--- src/rtl/dmem_wb_bridge.sv ---
// dmem_wb_bridge
//   Turns one MEM-stage load/store request from the rv32i core into a single
//   Wishbone B4 classic master cycle. It stalls the pipeline until that cycle
//   terminates. It also generates the byte lanes, aligns store data and
//   extracts/extends load data.
//
// State table
//   state | meaning
//   IDLE  | waiting for mem_read_i/mem_write_i; request latched into bus regs
//   BUS   | Wishbone cycle open (cyc/stb high), waiting for ack/err/timeout
//   DONE  | one-cycle completion: mem_ack_o plus optional err/misaligned pulse
//
// Ports
//   clk_i, reset_i           clock, synchronous active-high reset
//   mem_addr_i/wdata_i       byte address and right-aligned store data
//   mem_write_i/read_i/op_i  request strobes and funct3 access code
//   mem_rdata_o              extended load result, held until next DONE
//   mem_ack_o, stall_o       completion pulse, pipeline stall (combinational)
//   bus_err_o, misaligned_o  one-cycle status pulses, coincident with ack
//   wb_*                     Wishbone B4 classic master port (registered)
module dmem_wb_bridge #(
    parameter int unsigned TIMEOUT_CYCLES = 255
) (
    input  logic        clk_i,
    input  logic        reset_i,
    input  logic [31:0] mem_addr_i,
    input  logic [31:0] mem_wdata_i,
    input  logic        mem_write_i,
    input  logic        mem_read_i,
    input  logic [2:0]  mem_op_i,
    output logic [31:0] mem_rdata_o,
    output logic        mem_ack_o,
    output logic        stall_o,
    output logic        bus_err_o,
    output logic        misaligned_o,
    output logic        wb_cyc_o,
    output logic        wb_stb_o,
    output logic        wb_we_o,
    output logic [31:0] wb_adr_o,
    output logic [31:0] wb_dat_o,
    output logic [3:0]  wb_sel_o,
    input  logic [31:0] wb_dat_i,
    input  logic        wb_ack_i,
    input  logic        wb_err_i
);

    typedef enum logic [1:0] {
        ST_IDLE = 2'd0,
        ST_BUS  = 2'd1,
        ST_DONE = 2'd2
    } state_t;

    localparam logic [15:0] CNT_LAST = 16'(TIMEOUT_CYCLES - 1);

    state_t      state_q, state_d;
    logic        cyc_q, cyc_d;
    logic        we_q, we_d;
    logic [31:0] adr_q, adr_d;
    logic [31:0] dat_q, dat_d;
    logic [3:0]  sel_q, sel_d;
    logic [2:0]  op_q, op_d;
    logic [1:0]  off_q, off_d;
    logic [15:0] cnt_q, cnt_d;
    logic [31:0] rdata_q, rdata_d;
    logic        ack_q, ack_d;
    logic        err_q, err_d;
    logic        mis_q, mis_d;

    logic        req;
    logic        timeout;
    logic        lane_mis;
    logic [3:0]  lane_sel;
    logic [31:0] lane_wdata;
    logic [31:0] load_data;
    logic [7:0]  ld_byte;
    logic [15:0] ld_half;

    assign req     = mem_read_i | mem_write_i;
    assign timeout = (cnt_q == CNT_LAST);

    // Request-side lane generation; undefined op codes fall into the word case.
    always_comb begin
        lane_sel   = 4'b1111;
        lane_wdata = mem_wdata_i;
        lane_mis   = |mem_addr_i[1:0];
        case (mem_op_i)
            3'b000, 3'b100: begin
                lane_sel   = 4'b0001 << mem_addr_i[1:0];
                lane_wdata = {4{mem_wdata_i[7:0]}};
                lane_mis   = 1'b0;
            end
            3'b001, 3'b101: begin
                lane_sel   = mem_addr_i[1] ? 4'b1100 : 4'b0011;
                lane_wdata = {2{mem_wdata_i[15:0]}};
                lane_mis   = mem_addr_i[0];
            end
            default: ;
        endcase
    end

    // Load extraction works from the latched op/offset, because the core's
    // request inputs are not guaranteed stable once the bus cycle is open.
    always_comb begin
        case (off_q)
            2'd0:    ld_byte = wb_dat_i[7:0];
            2'd1:    ld_byte = wb_dat_i[15:8];
            2'd2:    ld_byte = wb_dat_i[23:16];
            default: ld_byte = wb_dat_i[31:24];
        endcase
        ld_half = off_q[1] ? wb_dat_i[31:16] : wb_dat_i[15:0];
        case (op_q)
            3'b000:  load_data = {{24{ld_byte[7]}}, ld_byte};
            3'b100:  load_data = {24'd0, ld_byte};
            3'b001:  load_data = {{16{ld_half[15]}}, ld_half};
            3'b101:  load_data = {16'd0, ld_half};
            default: load_data = wb_dat_i;
        endcase
    end

    // Next-state logic
    always_comb begin
        state_d = state_q;
        case (state_q)
            ST_IDLE: begin
                if (req) begin
                    state_d = lane_mis ? ST_DONE : ST_BUS;
                end
            end
            ST_BUS: begin
                if (wb_err_i || wb_ack_i || timeout) begin
                    state_d = ST_DONE;
                end
            end
            ST_DONE: state_d = ST_IDLE;
            default: state_d = ST_IDLE;
        endcase
    end

    // Registered outputs and datapath
    always_comb begin
        cyc_d   = cyc_q;
        we_d    = we_q;
        adr_d   = adr_q;
        dat_d   = dat_q;
        sel_d   = sel_q;
        op_d    = op_q;
        off_d   = off_q;
        cnt_d   = cnt_q;
        rdata_d = rdata_q;
        ack_d   = 1'b0;
        err_d   = 1'b0;
        mis_d   = 1'b0;
        case (state_q)
            ST_IDLE: begin
                if (req) begin
                    if (lane_mis) begin
                        ack_d   = 1'b1;
                        mis_d   = 1'b1;
                        rdata_d = 32'd0;
                    end else begin
                        cyc_d = 1'b1;
                        we_d  = mem_write_i;
                        adr_d = {mem_addr_i[31:2], 2'b00};
                        dat_d = lane_wdata;
                        sel_d = lane_sel;
                        op_d  = mem_op_i;
                        off_d = mem_addr_i[1:0];
                        cnt_d = 16'd0;
                    end
                end
            end
            ST_BUS: begin
                cnt_d = cnt_q + 16'd1;
                // err wins over a simultaneous ack; an ack in the last
                // allowed cycle wins over the timeout.
                if (wb_err_i) begin
                    cyc_d   = 1'b0;
                    we_d    = 1'b0;
                    ack_d   = 1'b1;
                    err_d   = 1'b1;
                    rdata_d = 32'd0;
                end else if (wb_ack_i) begin
                    cyc_d   = 1'b0;
                    we_d    = 1'b0;
                    ack_d   = 1'b1;
                    rdata_d = we_q ? 32'd0 : load_data;
                end else if (timeout) begin
                    cyc_d   = 1'b0;
                    we_d    = 1'b0;
                    ack_d   = 1'b1;
                    err_d   = 1'b1;
                    rdata_d = 32'd0;
                end
            end
            default: ;
        endcase
    end

    always_ff @(posedge clk_i) begin
        if (reset_i) begin
            state_q <= ST_IDLE;
            cyc_q   <= 1'b0;
            we_q    <= 1'b0;
            adr_q   <= 32'd0;
            dat_q   <= 32'd0;
            sel_q   <= 4'd0;
            op_q    <= 3'd0;
            off_q   <= 2'd0;
            cnt_q   <= 16'd0;
            rdata_q <= 32'd0;
            ack_q   <= 1'b0;
            err_q   <= 1'b0;
            mis_q   <= 1'b0;
        end else begin
            state_q <= state_d;
            cyc_q   <= cyc_d;
            we_q    <= we_d;
            adr_q   <= adr_d;
            dat_q   <= dat_d;
            sel_q   <= sel_d;
            op_q    <= op_d;
            off_q   <= off_d;
            cnt_q   <= cnt_d;
            rdata_q <= rdata_d;
            ack_q   <= ack_d;
            err_q   <= err_d;
            mis_q   <= mis_d;
        end
    end

    // Output logic; stall is the only output with a combinational input path.
    always_comb begin
        stall_o = ((state_q == ST_IDLE) && req) || (state_q == ST_BUS);
    end

    assign mem_rdata_o  = rdata_q;
    assign mem_ack_o    = ack_q;
    assign bus_err_o    = err_q;
    assign misaligned_o = mis_q;
    assign wb_cyc_o     = cyc_q;
    assign wb_stb_o     = cyc_q;
    assign wb_we_o      = we_q;
    assign wb_adr_o     = adr_q;
    assign wb_dat_o     = dat_q;
    assign wb_sel_o     = sel_q;

endmodule

--- config.mk ---
export PLATFORM = sky130hd
export DESIGN_NAME = dmem_wb_bridge
export DESIGN_NICKNAME = d
export VERILOG_FILES = /design/src/rtl/dmem_wb_bridge.sv
export SDC_FILE = /design/constraint.sdc
export NUM_CORES = 1
export LEC_CHECK = 0
export CAP_MARGIN = 10
export CORE_MARGIN = 1
export CORE_UTILIZATION = 45
export CTS_CLUSTER_SIZE = 14
export DETAILED_ROUTE_END_ITERATION = 10
export GPL_ROUTABILITY_DRIVEN = 0
export GPL_TIMING_DRIVEN = 0
export PLACE_DENSITY = 0.81
export SLEW_MARGIN = 20
export SYNTH_ARGS = -nofsm -noshare
export SYNTH_HDL_FRONTEND = slang
export SYNTH_SLANG_ARGS = --single-unit
--- constraint.sdc ---
create_clock -name clk_i -period 2.5 [get_ports clk_i]
set_input_delay 0.625 -clock clk_i [delete_from_list [all_inputs] [get_ports clk_i]]
set_output_delay 0.625 -clock clk_i [all_outputs]
set_load 0.02 [all_outputs]
-- Yosys cells after proc, flatten, opt, wreduce, memory -nomap -nowiden
Index checks and enable logic that the tools add are counted.
- register bits after elaboration: 126
- input port bits: 105
- $add $sub $neg: 1
- equality and inequality tests: 15
- shift-type cells: 1
- mux-type cells: 38
- bitwise logic cells: 4
- reductions and logical operators: 19
- operators with widths (operator ; number):
    $mux 32 ; 6
    $pmux 32 s2 ; 2
    $pmux 32 s4 ; 1
    $mux 16 ; 3
    $pmux 16 s2 ; 1
    $pmux 8 s3 ; 1
    $add 16x1->16 const B ; 1
    $eq 16x8->1 const B ; 1
    $mux 1 ; 14
    $eq 3x3->1 const B ; 4
    $reduce_or 2->1 ; 5
    $ne 2x2->1 const B ; 4
    $pmux 1 s2 ; 4
    $pmux 4 s2 ; 1
    $reduce_and 4->1 ; 2
    $eq 3x1->1 const B ; 2
    $logic_not 3->1 ; 2
    $mux 2 ; 3
    $reduce_and 3->1 ; 2
    $eq 2x1->1 const B ; 2
    $logic_not 2->1 ; 2
    $mux 4 ; 1
    $ne 4x4->1 const B ; 1
    $pmux 2 s2 ; 1
    8 further kinds ; 12

-- Depth between registers and ports, before layout
Gate-level depths: netlist (run 1).
- depth after elaboration: 7
- mapped depth: 7

-- Worst setup path after synthesis (run 1)
No wires, ideal clock.
- path kind: input-to-reg
- start point: input port mem_op_i[1]
- end point: register rdata_q[13] (netlist: mem_rdata_o[13])
- library setup time: 0.127 ns
- data arrival time: 2.176 ns
- data required time: 2.373 ns
- slack: 0.197 ns
- cell stages on the path: 7
- buffers on the path: 3
- cells stage by stage: clkbuf_1 -> or2_2 -> clkbuf_1 -> a31oi_1 -> a211oi_4 -> buf_6 -> o21ai_0
- word-level cells in the longest chain between the ends: 5
- elaborated cells on any way between the ends: 9
- classes of those cells: 4 x eq/ne; 1 x mux; 4 x reduce/logical
- RTL lines (element ; line ; RTL):
    start: declaration ; 30 ; input logic [2:0] mem_op_i,
    $eq 3x1->1, or another cell as far along ; 86 ; case (mem_op_i)
    $reduce_or 2->1 ; 86 ;
    $pmux 1 s2 (*) ; 86 ;
    $ne 2x2->1 (no source line) (*) ; - ;
    $reduce_and 4->1 (no source line) (*) ; - ;
    end signal: assignment ; 224 ; rdata_q <= rdata_d;
    end: declaration ; 64 ; logic [31:0] rdata_q, rdata_d;
Mark *: on every way between the ends. The rest lies on a longest branch, timed or not.
A chain may end at the register's enable or synchronous reset.

-- Worst setup path after layout (run 1)
- start point: input port mem_write_i
- end point: output port stall_o
- word-level cells in the longest chain between the ends: 3
- RTL lines (element ; line ; RTL):
    start: declaration ; 28 ; input logic mem_write_i,
    $or 1x1->1 ; 78 ; assign req = mem_read_i | mem_write_i;
    $logic_and 1x1->1 ; 233 ; stall_o = ((state_q == ST_IDLE) && req) || (state_q == ST_BUS);
    $logic_or 1x1->1 ; 233 ;
    end: declaration ; 33 ; output logic stall_o,
No other way between the ends.

==> results of run 1 <==
synth_stat cells (2+ instances only):
master	instances
o21a_1	2
nand2b_1	32
a21oi_1	72
o21ai_0	61
and2b_1	2
or2_2	3
a41oi_1	2
nand2_1	122
a31oi_1	3
a2111oi_0	16
clkbuf_1	49
o211ai_1	9
buf_6	3
mux2i_1	36
dfxtp_1	126
buf_2	5
nor2_1	30
a211oi_1	21
o31ai_1	9
nand3_1	11
and4_1	4
nor4_1	3
nor3_1	3
ha_1	2
or4_1	10
o221ai_1	7
o32ai_1	10
nor2b_1	4
buf_1	4
a311oi_1	2
inv_1	30
or3_1	2
nand4_1	5
or3b_2	2
buf_4	3
final cells by class:
cell class	count	area share [%]
plain buffers	61	3.273
clock buffers	22	5.555
clock inverters	10	1.277
inverters	31	1.335
multi-input cells	497	33.44
flip-flops and latches	126	28.94
well taps	172	2.469
repair buffers	207	23.71
cell usage in the layout, fill, tap and decap left out, types with 9 or more instances in the layout:
cell               n
o31ai_1            9
or4_1             10
nand3_1           11
clkbuf_16         17
a21oi_1           72
o21ai_0           60
dfxtp_1          126
o211ai_1           9
clkbuf_2          12
a2111oi_0         13
clkbuf_1          34
inv_1             30
a211oi_1          21
o32ai_1           10
nand2b_1          32
clkdlybuf4s50_1  206
mux2i_1           36
nand2_1          122
nor2_1            30
critical path, delay by kind of cell:
kind	cells	cell delay [ps]
buffers and inverters	2	650
AND/OR/NAND/NOR	3	460
sequential cells by signal (all words and copies together), names as in the netlist:
register	flops
bus_err_o	1
cnt_q	16
mem_ack_o	1
mem_rdata_o	32
misaligned_o	1
off_q	2
op_q	3
state_q	2
wb_adr_o	30
wb_cyc_o	1
wb_dat_o	32
wb_sel_o	4
wb_we_o	1
cells by family after synthesis:
kind of cell	synth area share (%)
AO/OA/AOI/OAI	23.50
XOR/XNOR	0.1508
adder cells (fa/ha/maj)	0.4308
buffers and inverters	6.829
flip-flops	43.43
multiplexers	6.204
other	0.06457
AND/OR/NAND/NOR	19.39
per-layer routing:
layer | part of all wire (%) | wire (µm)
met1 | 41 | 7820
met2 | 47 | 8929
met3 | 9.0 | 1724
met4 | 3.2 | 614
met5 | 0 | 0
power by group:
| part | switching (µW) | total (µW) | internal, µW |
|---|---|---|---|
| clock network | 894 | 2460 | 1570 |
| registers | 66.3 | 2190 | 2120 |
| logic | 643 | 1150 | 508 |
| total | 1600 | 5800 | 4200 |
per-stage QoR:
step | TNS [ps] | hold slack (ps) | cell area [µm²]
6_report | 0 | 452.1 | 8717
5_1_grt | 0 | 470.6 | 8717
4_1_cts | -130.8 | 452.7 | 8708
3_5_place_dp | -58480 | 445.5 | 8099
3_3_place_gp | -56990 | 440.1 | 8099
2_1_floorplan | 0 | 446.8 | 5812
timing repair:
action / 4_1_cts / 5_1_grt
pin swaps: 0 / 0
setup endpoints to repair: 102 / 91
gates resized for setup: 14 / 18
how the worst min path moves through the flow:
| stage | from | endpoint | slack, ps | cells past startpoint |
|---|---|---|---|---|
| 3_5_place_dp | wb_adr_o[14] | wb_adr_o[14] | 450 | 2 |
| 3_3_place_gp | wb_dat_o[24] | wb_dat_o[24] | 440 | 2 |
| 6_report | wb_adr_o[19] | wb_adr_o[19] | 450 | 2 |
| 4_1_cts | wb_adr_o[7] | wb_adr_o[7] | 450 | 2 |
| 5_1_grt | wb_adr_o[14] | wb_adr_o[14] | 470 | 2 |
| 2_1_floorplan | cnt_q[15] | cnt_q[15] | 450 | 2 |
==> impl_metrics.tcl, run 1 <==
set metrics [dict create \
    synth_top_area_share_pct 43.43 \
    max_stage_delay_ps 480 \
    max_freq_mhz 421.6 \
    finalCriticalPeriod_ps 2372 \
    timing.final.ws_setup_ps 128.2 \
    hold_viol 0 \
    grt_use_met1_pct 35.03 \
    critical_path_required_ps 1880 \
    rr_endpoint "mem_rdata_o[14]" \
    cts_root_buf "clkbuf_16" \
    drive_gt1_share_pct 7.023 \
    ys_types 47 \
    ctsHoldBuffers 0 \
    critical_path_class "primary input to output port" \
    finClkSkew_ps 12.83 \
    fp.dieW_um 115.6 \
    insertion_delay_ps 420 \
    via_count 6149 \
    placed_cells 1097 \
    grt-busiest-layer "met2" \
    drt_wl_total_um 19090 \
    ys_warn_count 0 \
    cts_tree "done" \
    clockBufferDepth 2 \
    grt_pass1_wl_um 29400 \
    ios 212 \
    dieArea_um2 13370 \
    arrival_ps 1750 \
    core_area_um2 12620 \
    power_density_nw_per_um2 665.3 \
    fin_util_pct 69.08 \
    finalSetupViolations 0 \
    cpMaxStageDelayCell "clkdlybuf4s50_1" \
    syn_inst 717 \
    min_period_over_period_pct 94.87 \
    relSlewSlack_pct 36.65 \
    crit_path_end "stall_o" \
    ff2ff_setup_slack_ps 220 \
    nFillCells 1065 \
    wl_per_cell_um 16.95 \
    drtAntennaViolNets 0 \
    avgSynthCellArea_um2 8.101 \
    start_kind "primary input" \
    fin_nets 1048 \
    crit_path_start "mem_write_i" \
    synth_flop_cell "dfxtp_1" \
    rsz0062_at_grt "false" \
    finalMaxSlewViolations 0 \
    end_kind "output port" \
    ctsHtreeMaxLevel 4 \
    grt_use_met2_pct 46.39 \
    worstReg2RegStart "cnt_q[8]" \
    cts_setup_buffers 0 \
    cp_common_cell "nand2_1" \
    antennaDiodeCount 0 \
    grt_util_met3_pct 9.937 \
    cts_num_sinks 126 \
    p_leak_uw 0.003099 \
    drc_errors 0 \
    firstDrtPassIters 4 \
    area_growth_pct 50.09 \
    reg2reg_depth 5 \
    start_util_pct 46.02 \
    hold_path.class "flop to flop" \
    finalNonFillerCells 1126 \
    grt_pass1_vias 5745 \
    overflow 0 \
    numCtsBuffers 17 \
    async_reset_ff_share_pct 0 \
    yosysSeqAreaShare_pct 43.43 \
    synth_edf_count 0 \
    via_per_inst 5.461 \
    die_height_um 115.6 \
    path_max_fanout 6 \
    dp_hpwl_um 13910 \
    synth.area.top_cells "dfxtp_1 43%, nand2_1 7.9%, a21oi_1 6.2%" \
    ys_ff_latch 126 \
    multi_input_area_um2 2915 \
    track_usage_pct 28.96 \
    rows 41 \
    register_area_um2 2522 \
    path_cells "clkdlybuf4s50_1, or2_4, nand2_1, nand2_1, buf_2" \
    ir_drop_v 0.0005160 \
    synth_top_area_cell "dfxtp_1" \
    cap_violations 0 \
    clkTransAtPathRegs_ps 60 \
    outcome "finished clean" \
    syn-cell-area_um2 5808 \
    antenna_found_initial 0 \
    io_buffer_count 207 \
    place_ws_ps -631.5 \
    drtIter0Drc 357 \
    worstMarginPinSlew_ps 947.3 \
    totalPowerFinal_uw 5799 \
    grt_start_max_net_pins 17 \
]
(Power assumes the default switching activity.)
==> run 2, diff against run 1 <==
- CAP_MARGIN: 10 -> 20
==> results of run 2 <==
No change in the layout: final DEF, timing and power equal those of run 1.
==> run 3, diff against run 2 <==
- PLACE_DENSITY: 0.81 -> 0.92
==> run 3 against run 2 <==
Net effect:
- setup slack worse by 27 ps
- critical endpoint unchanged
- routed wire length up 0.93%
- critical path depth unchanged
- highest routed layer unchanged
- critical path type unchanged
==> impl_metrics.tcl, run 3 (synthesis gave the netlist of run 1 again) <==
set metrics [dict create \
    area_growth_pct 49.05 \
    max_freq_mhz 416.9 \
    grt_start_max_net_pins 17 \
    clkPwrFrac_pct 40.5 \
    path_max_fanout 6 \
    clkTransAtPathRegs_ps 50 \
    start_util_pct 46.02 \
    outcome "finished clean" \
    drt_wl_total_um 19270 \
    min_period_over_period_pct 95.94 \
    critical_path_class "primary input to output port" \
    rsz0062_at_grt "false" \
    register_area_um2 2522 \
    ios 212 \
    design_area_um2 8657 \
    overflow 0 \
    via_per_inst 5.545 \
    final_common_cell "clkdlybuf4s50_1" \
    whs_ps 452.3 \
    numCtsBuffers 17 \
    p_int_uw 4039 \
    dpl_cell_area_um2 8099 \
    worstMarginPinSlew_ps 836.7 \
    clockBufferDepth 2 \
    relSlewSlack_pct 44.05 \
    pwr-share-comb_pct 20.5 \
    ctsHtreeMaxLevel 4 \
    critical_path_required_ps 1880 \
    hold_viol 0 \
    drtIter0Drc 446 \
    cts_root_buf "clkbuf_16" \
    finalSetupViolations 0 \
    die_height_um 115.6 \
    drive_gt1_share_pct 6.197 \
    finalCriticalPeriod_ps 2398 \
    cts_setup_buffers 0 \
    cts_tree "done" \
    end_kind "output port" \
    cts_num_sinks 126 \
    io_buffer_count 207 \
    netSwitchingPower_uw 1579 \
    drtAntennaViolNets 0 \
    firstDrtPassIters 5 \
    fin_nets 1047 \
    start_kind "primary input" \
    p_seq_share_pct 39.0 \
    finalMaxSlewViolations 0 \
    ir_drop_v 0.0005547 \
    dp_hpwl_um 14160 \
    p_leak_uw 0.003067 \
    hold_path.class "flop to flop" \
    track_usage_pct 28.73 \
    dieArea_um2 13370 \
    via_count 6233 \
    mostFrequentLayoutCells "206 x clkdlybuf4s50_1, 126 x dfxtp_1, 122 x nand2_1, 72 x a21oi_1, 60 x o21ai_0" \
    nFillCells 964 \
    fp.dieW_um 115.6 \
    grt_pass1_vias 5813 \
    antennaDiodeCount 0 \
    multi_input_area_um2 2912 \
    wl_per_cell_um 17.14 \
    cap_violations 0 \
    power_density_nw_per_um2 649.0 \
    rows 41 \
    antenna_found_initial 0 \
    sw_frac_of_total_pct 28.10 \
    grt_pass1_wl_um 29260 \
    core_area_um2 12620 \
    insertion_delay_ps 420 \
    finClkSkew_ps 7.793 \
    drc_errors 0 \
    arrival_ps 1770 \
]
==> run 3: cell count changes in the layout (fill, tap and decap cells not counted), sizes merged <==
cell and delta:
buf -2, clkbuf +3, clkinvlp -2, clkdlybuf4s15 +1, bufinv -1, clkinv -1
==> run 3: final timing paths <==
check                     from              end  slack (ps)  cells after the start
setup reg to reg      cnt_q[8]  mem_rdata_o[13]         160                      5
hold / removal    wb_dat_o[25]     wb_dat_o[25]         450                      2
setup / recovery   mem_write_i          stall_o         100                      5
hold reg to reg   wb_dat_o[25]     wb_dat_o[25]         450                      2
==> run 3: per-stage QoR <==
| stage | instances | setup WS [ps] | TNS [ps] | util [%] | power (µW) |
|---|---|---|---|---|---|
| 2_1_floorplan | 718 | 197.2 | 0 | - | 2799 |
| 3_3_place_gp | 1097 | -657.5 | -63330 | 64.18 | 3333 |
| 3_5_place_dp | 1097 | -710.0 | -69890 | 64.18 | 3358 |
| 4_1_cts | 1127 | -79.77 | -695.6 | 68.50 | 5605 |
| 5_1_grt | 1124 | 2.783 | 0 | 68.60 | 5803 |
| 6_report | 1124 | 101.6 | 0 | 68.60 | 5618 |
==> run 3: power by group through the flow <==
stage          Clock, µW  Sequential, µW  Combinational (µW)
2_1_floorplan          0            2340                 454
3_3_place_gp           0            2220                1110
3_5_place_dp           0            2230                1130
4_1_cts             2280            2190                1140
5_1_grt             2370            2200                1230
6_report            2280            2190                1150
==> run 3: repair_timing <==
| item | 4_1_cts | 5_1_grt |
|---|---|---|
| hold buffers | 0 | 0 |
| pin swaps | 0 | 0 |
| gates resized for setup | 11 | 17 |
| cloned | 0 | 0 |
| endpoints found under the hold margin | 0 | 0 |
| setup endpoints to repair | 116 | 75 |
==> run 3: cell type report <==
| type | instances | share of cell area, % |
|---|---|---|
| Multi-Input combinational cell | 497 | 33.63 |
| Inverter | 31 | 1.344 |
| Tap cell | 172 | 2.486 |
| Clock inverter | 6 | 0.7082 |
| Buffer | 60 | 3.252 |
| Sequential cell | 126 | 29.14 |
| Clock buffer | 25 | 5.492 |
| Timing Repair Buffer | 207 | 23.95 |
==> run 3: critical path: stages <==
cell and delay [ps]:
clkdlybuf4s50_1 460, or2_4 300, nand2_1 80, nand2_1 50, clkdlybuf4s15_2 250
==> run 3: layer usage <==
layer / vias to the layer above / share of wire, % / global-route usage [%] / routed length, µm
met5: - / 0 / 0 / 0
met4: 0 / 1.9 / 8.632 / 358
met3: 33 / 10 / 10.36 / 1965
met2: 323 / 49 / 48.02 / 9357
met1: 2896 / 39 / 34.65 / 7584
li1: 2981 / - / - / -
